## config.mk

```make
export PLATFORM = sky130hd
export DESIGN_NAME = adder_test_seq
export DESIGN_NICKNAME = d
export VERILOG_FILES = /design/src/rtl/adder_test_seq.sv
export SDC_FILE = /design/constraint.sdc
export NUM_CORES = 1
export LEC_CHECK = 0
export ABC_AREA = 1
export CAP_MARGIN = 20
export CORE_MARGIN = 8
export CORE_UTILIZATION = 30
export DETAILED_ROUTE_END_ITERATION = 6
export HOLD_SLACK_MARGIN = 0.1
export PLACE_DENSITY = 0.59
export RECOVER_POWER = 25
export SYNTH_ARGS = -nofsm -noshare
export SYNTH_HDL_FRONTEND = slang
export SYNTH_SLANG_ARGS = --single-unit
```

## constraint.sdc

```tcl
create_clock -name clk -period 2.1 [get_ports clk]
set_clock_uncertainty 0.05 [all_clocks]
set_input_delay 0.21 -clock clk [delete_from_list [all_inputs] [get_ports clk]]
set_output_delay 0.21 -clock clk [all_outputs]
set_load 0.05 [all_outputs]
```

## src/rtl/adder_test_seq.sv

```systemverilog
// Adder self-test sequencer: LFSR operands, LAT+2 cycles per vector, pass/fail summary on the output mux.
// Optional MISR signature port is built only when ADDER_TEST_SEQ_MISR_EN is defined; start is ignored while busy.
module adder_test_seq #(
    parameter int          N       = 16,
    parameter int          NUM_VEC = 32,
    parameter int          LAT     = 1,
    parameter int unsigned SEED    = 16'h0001,
    parameter int unsigned TAPS    = 16'hB400
) (
    input  logic         clk,
    input  logic         rst,
    input  logic         start,
    output logic         busy,
    output logic         done,
    output logic [N-1:0] op_a,
    output logic [N-1:0] op_b,
    output logic         ci,
    input  logic [N-1:0] sum,
    input  logic         co,
    output logic         sel,
    output logic [5:0]   com_res
`ifdef ADDER_TEST_SEQ_MISR_EN
    ,
    output logic [N-1:0] signature
`endif
);

    typedef enum logic [2:0] {IDLE, APPLY, WAIT, CAPTURE, REPORT} state_t;

    localparam logic [N-1:0] SEED_RAW = N'(SEED);
    localparam logic [N-1:0] SEED_N   = (SEED_RAW == '0) ? {{(N-1){1'b0}}, 1'b1} : SEED_RAW;
    localparam logic [N-1:0] TAPS_N   = N'(TAPS);
    localparam logic [7:0]   NUM_VEC8 = 8'(NUM_VEC);
    localparam logic [3:0]   LAT_M1   = 4'((LAT > 0) ? LAT - 1 : 0);

    state_t       state_q, state_d;
    logic [N-1:0] lfsr_q, lfsr_d;
    logic [N-1:0] op_a_q, op_a_d;
    logic [N-1:0] op_b_q, op_b_d;
    logic         ci_q, ci_d;
    logic [7:0]   vec_cnt_q, vec_cnt_d;
    logic [3:0]   wait_cnt_q, wait_cnt_d;
    logic [4:0]   err_cnt_q, err_cnt_d;
    logic         fail_q, fail_d;
    logic         sel_q, sel_d;
    logic         done_q, done_d;
    logic [N:0]   exp_sum;
`ifdef ADDER_TEST_SEQ_MISR_EN
    logic [N-1:0] misr_q, misr_d;
`endif

    function automatic logic [N-1:0] lfsr_step(input logic [N-1:0] s);
        return s[0] ? ((s >> 1) ^ TAPS_N) : (s >> 1);
    endfunction

    assign exp_sum = {1'b0, op_a_q} + {1'b0, op_b_q} + {{N{1'b0}}, ci_q};

    always_comb begin
        state_d    = state_q;
        lfsr_d     = lfsr_q;
        op_a_d     = op_a_q;
        op_b_d     = op_b_q;
        ci_d       = ci_q;
        vec_cnt_d  = vec_cnt_q;
        wait_cnt_d = wait_cnt_q;
        err_cnt_d  = err_cnt_q;
        fail_d     = fail_q;
        sel_d      = sel_q;
        done_d     = 1'b0;
`ifdef ADDER_TEST_SEQ_MISR_EN
        misr_d     = misr_q;
`endif
        case (state_q)
            IDLE, REPORT: begin
                if (start) begin
                    state_d   = APPLY;
                    lfsr_d    = SEED_N;
                    vec_cnt_d = '0;
                    err_cnt_d = '0;
                    fail_d    = 1'b0;
                    sel_d     = 1'b0;
`ifdef ADDER_TEST_SEQ_MISR_EN
                    misr_d    = SEED_N;
`endif
                end
            end
            APPLY: begin
                wait_cnt_d = '0;
                state_d    = (LAT > 0) ? WAIT : CAPTURE;
            end
            WAIT: begin
                if (wait_cnt_q == LAT_M1) state_d = CAPTURE;
                else wait_cnt_d = wait_cnt_q + 4'd1;
            end
            CAPTURE: begin
                if ({co, sum} != exp_sum) begin
                    fail_d = 1'b1;
                    if (err_cnt_q != 5'd31) err_cnt_d = err_cnt_q + 5'd1;
                end
`ifdef ADDER_TEST_SEQ_MISR_EN
                misr_d    = lfsr_step(misr_q) ^ (sum ^ {{(N-1){1'b0}}, co});
`endif
                lfsr_d    = lfsr_step(lfsr_q);
                vec_cnt_d = vec_cnt_q + 8'd1;
                if (vec_cnt_d == NUM_VEC8) begin
                    state_d = REPORT;
                    done_d  = 1'b1;
                    sel_d   = 1'b1;
                end else begin
                    state_d = APPLY;
                end
            end
            default: state_d = IDLE;
        endcase
        // Operands are loaded on the edge entering APPLY so they are stable from APPLY through CAPTURE.
        if (state_d == APPLY && state_q != APPLY) begin
            op_a_d = lfsr_d;
            op_b_d = {lfsr_d[N-2:0], lfsr_d[N-1]};
            ci_d   = lfsr_d[0];
        end
    end

    always_ff @(posedge clk) begin
        if (rst) begin
            state_q    <= IDLE;
            lfsr_q     <= SEED_N;
            op_a_q     <= '0;
            op_b_q     <= '0;
            ci_q       <= 1'b0;
            vec_cnt_q  <= '0;
            wait_cnt_q <= '0;
            err_cnt_q  <= '0;
            fail_q     <= 1'b0;
            sel_q      <= 1'b0;
            done_q     <= 1'b0;
`ifdef ADDER_TEST_SEQ_MISR_EN
            misr_q     <= '0;
`endif
        end else begin
            state_q    <= state_d;
            lfsr_q     <= lfsr_d;
            op_a_q     <= op_a_d;
            op_b_q     <= op_b_d;
            ci_q       <= ci_d;
            vec_cnt_q  <= vec_cnt_d;
            wait_cnt_q <= wait_cnt_d;
            err_cnt_q  <= err_cnt_d;
            fail_q     <= fail_d;
            sel_q      <= sel_d;
            done_q     <= done_d;
`ifdef ADDER_TEST_SEQ_MISR_EN
            misr_q     <= misr_d;
`endif
        end
    end

    assign busy    = (state_q == APPLY) || (state_q == WAIT) || (state_q == CAPTURE);
    assign done    = done_q;
    assign op_a    = op_a_q;
    assign op_b    = op_b_q;
    assign ci      = ci_q;
    assign sel     = sel_q;
    assign com_res = {fail_q, err_cnt_q};
`ifdef ADDER_TEST_SEQ_MISR_EN
    assign signature = misr_q;
`endif

endmodule

```

==> Word-level counts from Yosys, hierarchy flattened <==
Index checks and enable logic that the tools add are counted.
{ "op_classes": {"addsub": 5, "n_eq_ne": 14, "muxes": 21, "bitwise_logic": 2, "reduce_logical": 14} }
{ "ops": {"columns": ["op", "n"], "rows": [
  ["2-to-1 mux 16 bit", 2],
  ["one-hot mux 16 bit (2 select lines)", 1],
  ["adder 16 x 16 -> 17 bit", 1],
  ["adder 17 x 1 -> 17 bit", 1],
  ["inequality test 17 bit", 1],
  ["one-hot mux 8 bit (2 select lines)", 1],
  ["2-to-1 mux 5 bit", 3],
  ["one-hot mux 3 bit (4 select lines)", 1],
  ["inequality test 2 bit (second input constant)", 5],
  ["one-hot mux 5 bit (2 select lines)", 1],
  ["2-to-1 mux 3 bit", 3],
  ["adder 8 x 1 -> 8 bit (second input constant)", 1],
  ["== test 8 x 6 -> 1 bit (second input constant)", 1],
  ["2-to-1 mux 8 bit", 1],
  ["one-hot mux 4 bit (2 select lines)", 1],
  ["== test 3 x 1 -> 1 bit (second input constant)", 2],
  ["== test 3 x 2 -> 1 bit (second input constant)", 2],
  ["AND reduction 3 bit", 2],
  ["adder 5 x 1 -> 5 bit (second input constant)", 1],
  ["inequality test 5 bit (second input constant)", 1],
  ["adder 4 x 1 -> 4 bit (second input constant)", 1],
  ["logical NOT 4 bit", 1],
  ["2-to-1 mux 1 bit", 4],
  ["2-to-1 mux 4 bit", 1],
  ["other kinds (12)", 17]
]} }
{ "totals": {"ff_bits": 72, "inputBits": 20, "wordCells": 67} }

==> Depth between registers and ports, before layout <==
Gate-level depths: netlist of run 1.
{ "depth": {"depth_word": 6, "depth_mapped": 20, "mapped_depth_nobuf": 20} }

==> Worst setup path before layout of run 1 <==
Ideal clock, no wire load.
{ "synth_path": {"kind": "register to register", "from": "reg op_a_q[0] (netlist: op_a[0])", "to": "reg err_cnt_q[3]", "setup_time_ps": 113, "t_arrival_ps": 2277, "required_ps": 1937, "setup_slack_ps": -340, "stages_incl_launch_ff": 18, "n_path_buf": 0, "path_cell_list": "dfxtp_1 ha_1 nor2_1 nand2_1 nand2_2 nand2_1 nand2_2 nand2_1 nand2_1 nand2_1 nand2_1 o21ai_0 nor2_2 nand4_4 nand2_4 nand2_1 nand2_1 nor2_1"} }
{ "synth_between": {"elab_chain_cells": 5} }
{ "synth_lines": {"columns": ["element", "line", "rtl"], "rows": [
  ["start: declaration", "38", "logic [N-1:0] op_a_q, op_a_d;"],
  ["start signal: assignment", "142", "op_a_q <= op_a_d;"],
  ["adder 16 x 16 -> 17 bit", "56", "assign exp_sum = {1'b0, op_a_q} + {1'b0, op_b_q} + {{N{1'b0}}, ci_q};"],
  ["adder 17 x 1 -> 17 bit", "56", null],
  ["inequality test 17 bit", "96", "if ({co, sum} != exp_sum) begin"],
  ["inequality test 2 bit (no source line)", null, null],
  ["AND reduction 4 bit (no source line)", null, null],
  ["end signal: assignment", "147", "err_cnt_q <= err_cnt_d;"],
  ["end: declaration", "43", "logic [4:0] err_cnt_q, err_cnt_d;"]
]} }
Every way passes these cells.
A chain may end at the register's enable or synchronous reset.

==> Worst setup path after layout of run 1 <==
{ "layout_path": {"from": "reg op_a_q[5] (netlist: op_a[5])", "to": "reg err_cnt_q[3]"} }
Same word-level chain as after synthesis.

==> results of run 1 <==
[routing by layer]
| layer | vias up | part of all wire | GRT usage |
|---|---|---|---|
| li1 | 2061 | - | - |
| met1 | 1755 | 0.45 | 0.161 |
| met2 | 84 | 0.49 | 0.235 |
| met3 | 11 | 0.042 | 0.0185 |
| met4 | 0 | 0.012 | 0.0287 |
| met5 | - | 0 | 0 |
[timing repair]
action	in CTS	in global routing
pin swaps	23	15
resized for setup	44	25
cloned	2	1
setup endpoints to repair	22	25
setup buffers	5	5
[how the worst max path moves through the flow]
stage	from	depth (start not counted)	end
global route	op_a[1]$_SDFFE_PP0P_	15	err_cnt_q[2]$_SDFFE_PP0P_
floorplan	op_a[2]$_SDFFE_PP0P_	14	err_cnt_q[3]$_SDFFE_PP0P_
finish	op_a[5]$_SDFFE_PP0P_	16	err_cnt_q[3]$_SDFFE_PP0P_
global placement	op_a[3]$_SDFFE_PP0P_	16	err_cnt_q[3]$_SDFFE_PP0P_
CTS	op_a[2]$_SDFFE_PP0P_	18	err_cnt_q[2]$_SDFFE_PP0P_
detailed placement	op_a[3]$_SDFFE_PP0P_	16	err_cnt_q[2]$_SDFFE_PP0P_
[cell usage in the layout (no fill, tap or decap), types with 3 or more instances in the layout]
cell,n
dfxtp_1,37
ha_4,16
nand4_1,3
dlygate4sd3_1,10
dfxtp_2,3
xnor2_1,5
nor2_1,43
nand2_8,3
nand3_1,28
clkdlybuf4s50_1,50
inv_1,116
nand3_2,6
inv_2,3
clkbuf_16,5
nor2_2,9
xor2_1,11
dfxtp_4,15
ha_1,6
buf_6,3
a21oi_2,6
o22ai_1,12
nand2_1,131
a21oi_1,37
nand2_2,21
nand3b_1,3
nand2_4,8
o21ai_0,13
nor2_4,4
o21ai_1,15
buf_4,51
[area by class of cell]
| type | count | area (um^2) | area share |
|---|---|---|---|
| multi-input combinational | 401 | 2590 | 0.457 |
| sequential | 55 | 1160 | 0.205 |
| timing repair buffer | 119 | 1070 | 0.189 |
| inverter | 121 | 457 | 0.0806 |
| tap | 172 | 215 | 0.0380 |
| clock buffer | 5 | 125 | 0.0221 |
| clock inverter | 3 | 46.3 | 0.00817 |
[state kept, by name, summed over array words and instances (netlist names)]
| signal | flops |
|---|---|
| err_cnt_q | 5 |
| done | 1 |
| state_q | 3 |
| wait_cnt_q | 4 |
| vec_cnt_q | 8 |
| lfsr_q | 16 |
| sel | 1 |
| op_a | 15 |
| fail_q | 1 |
| op_b | 1 |
[report_power, final]
group / internal, W / switching, W
sequential: 0.00112 / 0.0000985
combinational: 0.000728 / 0.00105
clock: 0.000567 / 0.000385
[logic make-up (layout without fill, tap and decap cells)]
kind of cell | after synthesis | after routing | synth area share
buffers and inverters | 151 | 248 | 0.169
AND/OR/NAND/NOR | 269 | 272 | 0.311
XOR/XNOR | 17 | 17 | 0.0386
flip-flops | 55 | 55 | 0.285
adder cells (fa/ha/maj) | 23 | 23 | 0.0746
AO/OA/AOI/OAI | 89 | 89 | 0.123
[metrics by stage]
step / setup slack [ns] / utilization / TNS, ns / hold slack (ns) / instance area [um^2]
floorplan: 0.0000286 / - / 0 / 0.346 / 4080
finish: -0.230 / 0.451 / -1.19 / 0.434 / 5670
global route: -0.364 / 0.451 / -5.00 / 0.467 / 5670
detailed placement: -0.255 / 0.403 / -1.80 / 0.411 / 5060
CTS: -0.135 / 0.437 / -0.734 / 0.442 / 5490
global placement: -0.210 / 0.403 / -1.24 / 0.405 / 5060
[tightest hold or removal path: stages (launching register included)]
cell     delay, ns
dfxtp_1       0.33
nor2_1        0.05
nor2_1        0.07
==> metrics.cfg, run 1 <==
[routing]
wl_per_cell_um = 12.5
wl_mm = 10.9
firstDrtPassIters = 5
vias = 3911
via_per_inst = 4.46
drt_iter0_drc = 157
postRouteAntennaNets = 0
drc = 0

[synth]
synth.most_common_cell = nand2_1
yosysSeqAreaShare = 0.285
synth_top_area_cell = dfxtp_1
async_flop_share = 0
synth_common_cells = nand2_1, inv_1, dfxtp_1, nor2_1, a21oi_1
ys_top_cells_by_area = dfxtp_1, nand2_1, inv_1
synthCells = 604
syn_area_mm2 = 0.00386
yosysUniqueCellTypes = 39
synth.avg_cell_area_um2 = 6.39
syn-num-nets = 647
synth_seq_cells = 55
synth-edff-count = 0
yosys_most_used_dff = dfxtp_1
netlist.area_leader.share = 0.285
yosysWarnings = 0

[sta]
fmax_mhz = 429
grt_setup_unrepaired = yes
worst_pin_slew_ns = 0.603
slew_viol_final = 0
fin_ws_ns = -0.230
finalCritPeriodShare = 1.11
final-setup-viol-count = 7
fin_crit_ns = 2.33
finalHoldViolCount = 0
slew_headroom = 0.600

[pwr]
ir_drop_mv = 0.416
p_leak_nw = 2.58
p_total_w = 0.00394
power_density_mw_per_mm2 = 695

[hold_path]
hold_path_depth = 2
hp-start = sel$_SDFFE_PP0P_
hold_end = sel$_SDFFE_PP0P_
min_path_type = register to register

[setup_path]
critPathArrivalTime_ns = 2.46
reg2reg_slack_ns = -0.23
r2r_end = err_cnt_q[3]$_SDFFE_PP0P_
path_class = register to register
r2r-start = op_a[5]$_SDFFE_PP0P_
endpoint_kind = register
path_cells = ha_4 > nand2_2 > nor2_2 > nand2_2 > nand3_4 > nand2_1 > nand2_1 > nand3_1 > nor2_2 > nand3_2 > nor2_4 > nand4_4 > nand2_4 > nand2_2 > nand2_2 > nor2_2
cp_slowest_stage_delay_ns = 0.38
critical_path.most_common_cell = nand2_2
critPathRequiredTime_ns = 2.23
worst_path_max_delay_cell = dfxtp_4
critPathLaunchType = register
crit_family = simple AND/OR/NAND/NOR gates
r2r_cells = 16
worst-path-buf-inv = 0
path_max_fanout = 6

[global_routing]
grt.overflow.total = 0
grt_pass1_vias = 3908
grt_pass1_wl_mm = 18.1
grt_max_degree = 28
grt_usage = 0.131
antenna_found_initial = 0

[clock_tree]
clockBufferDepth = 2
cts_buffers = 5
cts_hold_buf = 0
cts_tree = built
path_clk_slew_ns = 0.07
clkSinkCount = 55
htreeDepth = 2
root_buffer = clkbuf_16
clk_latency_ns = 0.29

[layout]
drive_above_1_share = 0.247
stdcell_count = 876
fill_cells = 1252
diodes = 0
nets = 746
area_growth_pct = 46.8

[place]
hpwlAfterDp_mm = 8.10
gp_congestion = 0.863
io_buffers = 61
dp_cells = 855

[run_status]
violations = negative setup slack
status = finished with violations

[floorplanning]
dieArea_mm2 = 0.0168
boundaryPins = 62
core_mm2 = 0.0126
start_util = 0.307
fp.dieH_um = 129
die_w_um = 129
rows = 41

[run]
max_cap_viol_count = 0

Power figures use the tool's default switching activity.
==> run 2: changes to the inputs <==
Settings changed: SLEW_MARGIN set to 10.
==> results of run 2 <==
No change in the layout: final DEF, timing and power equal those of run 1.
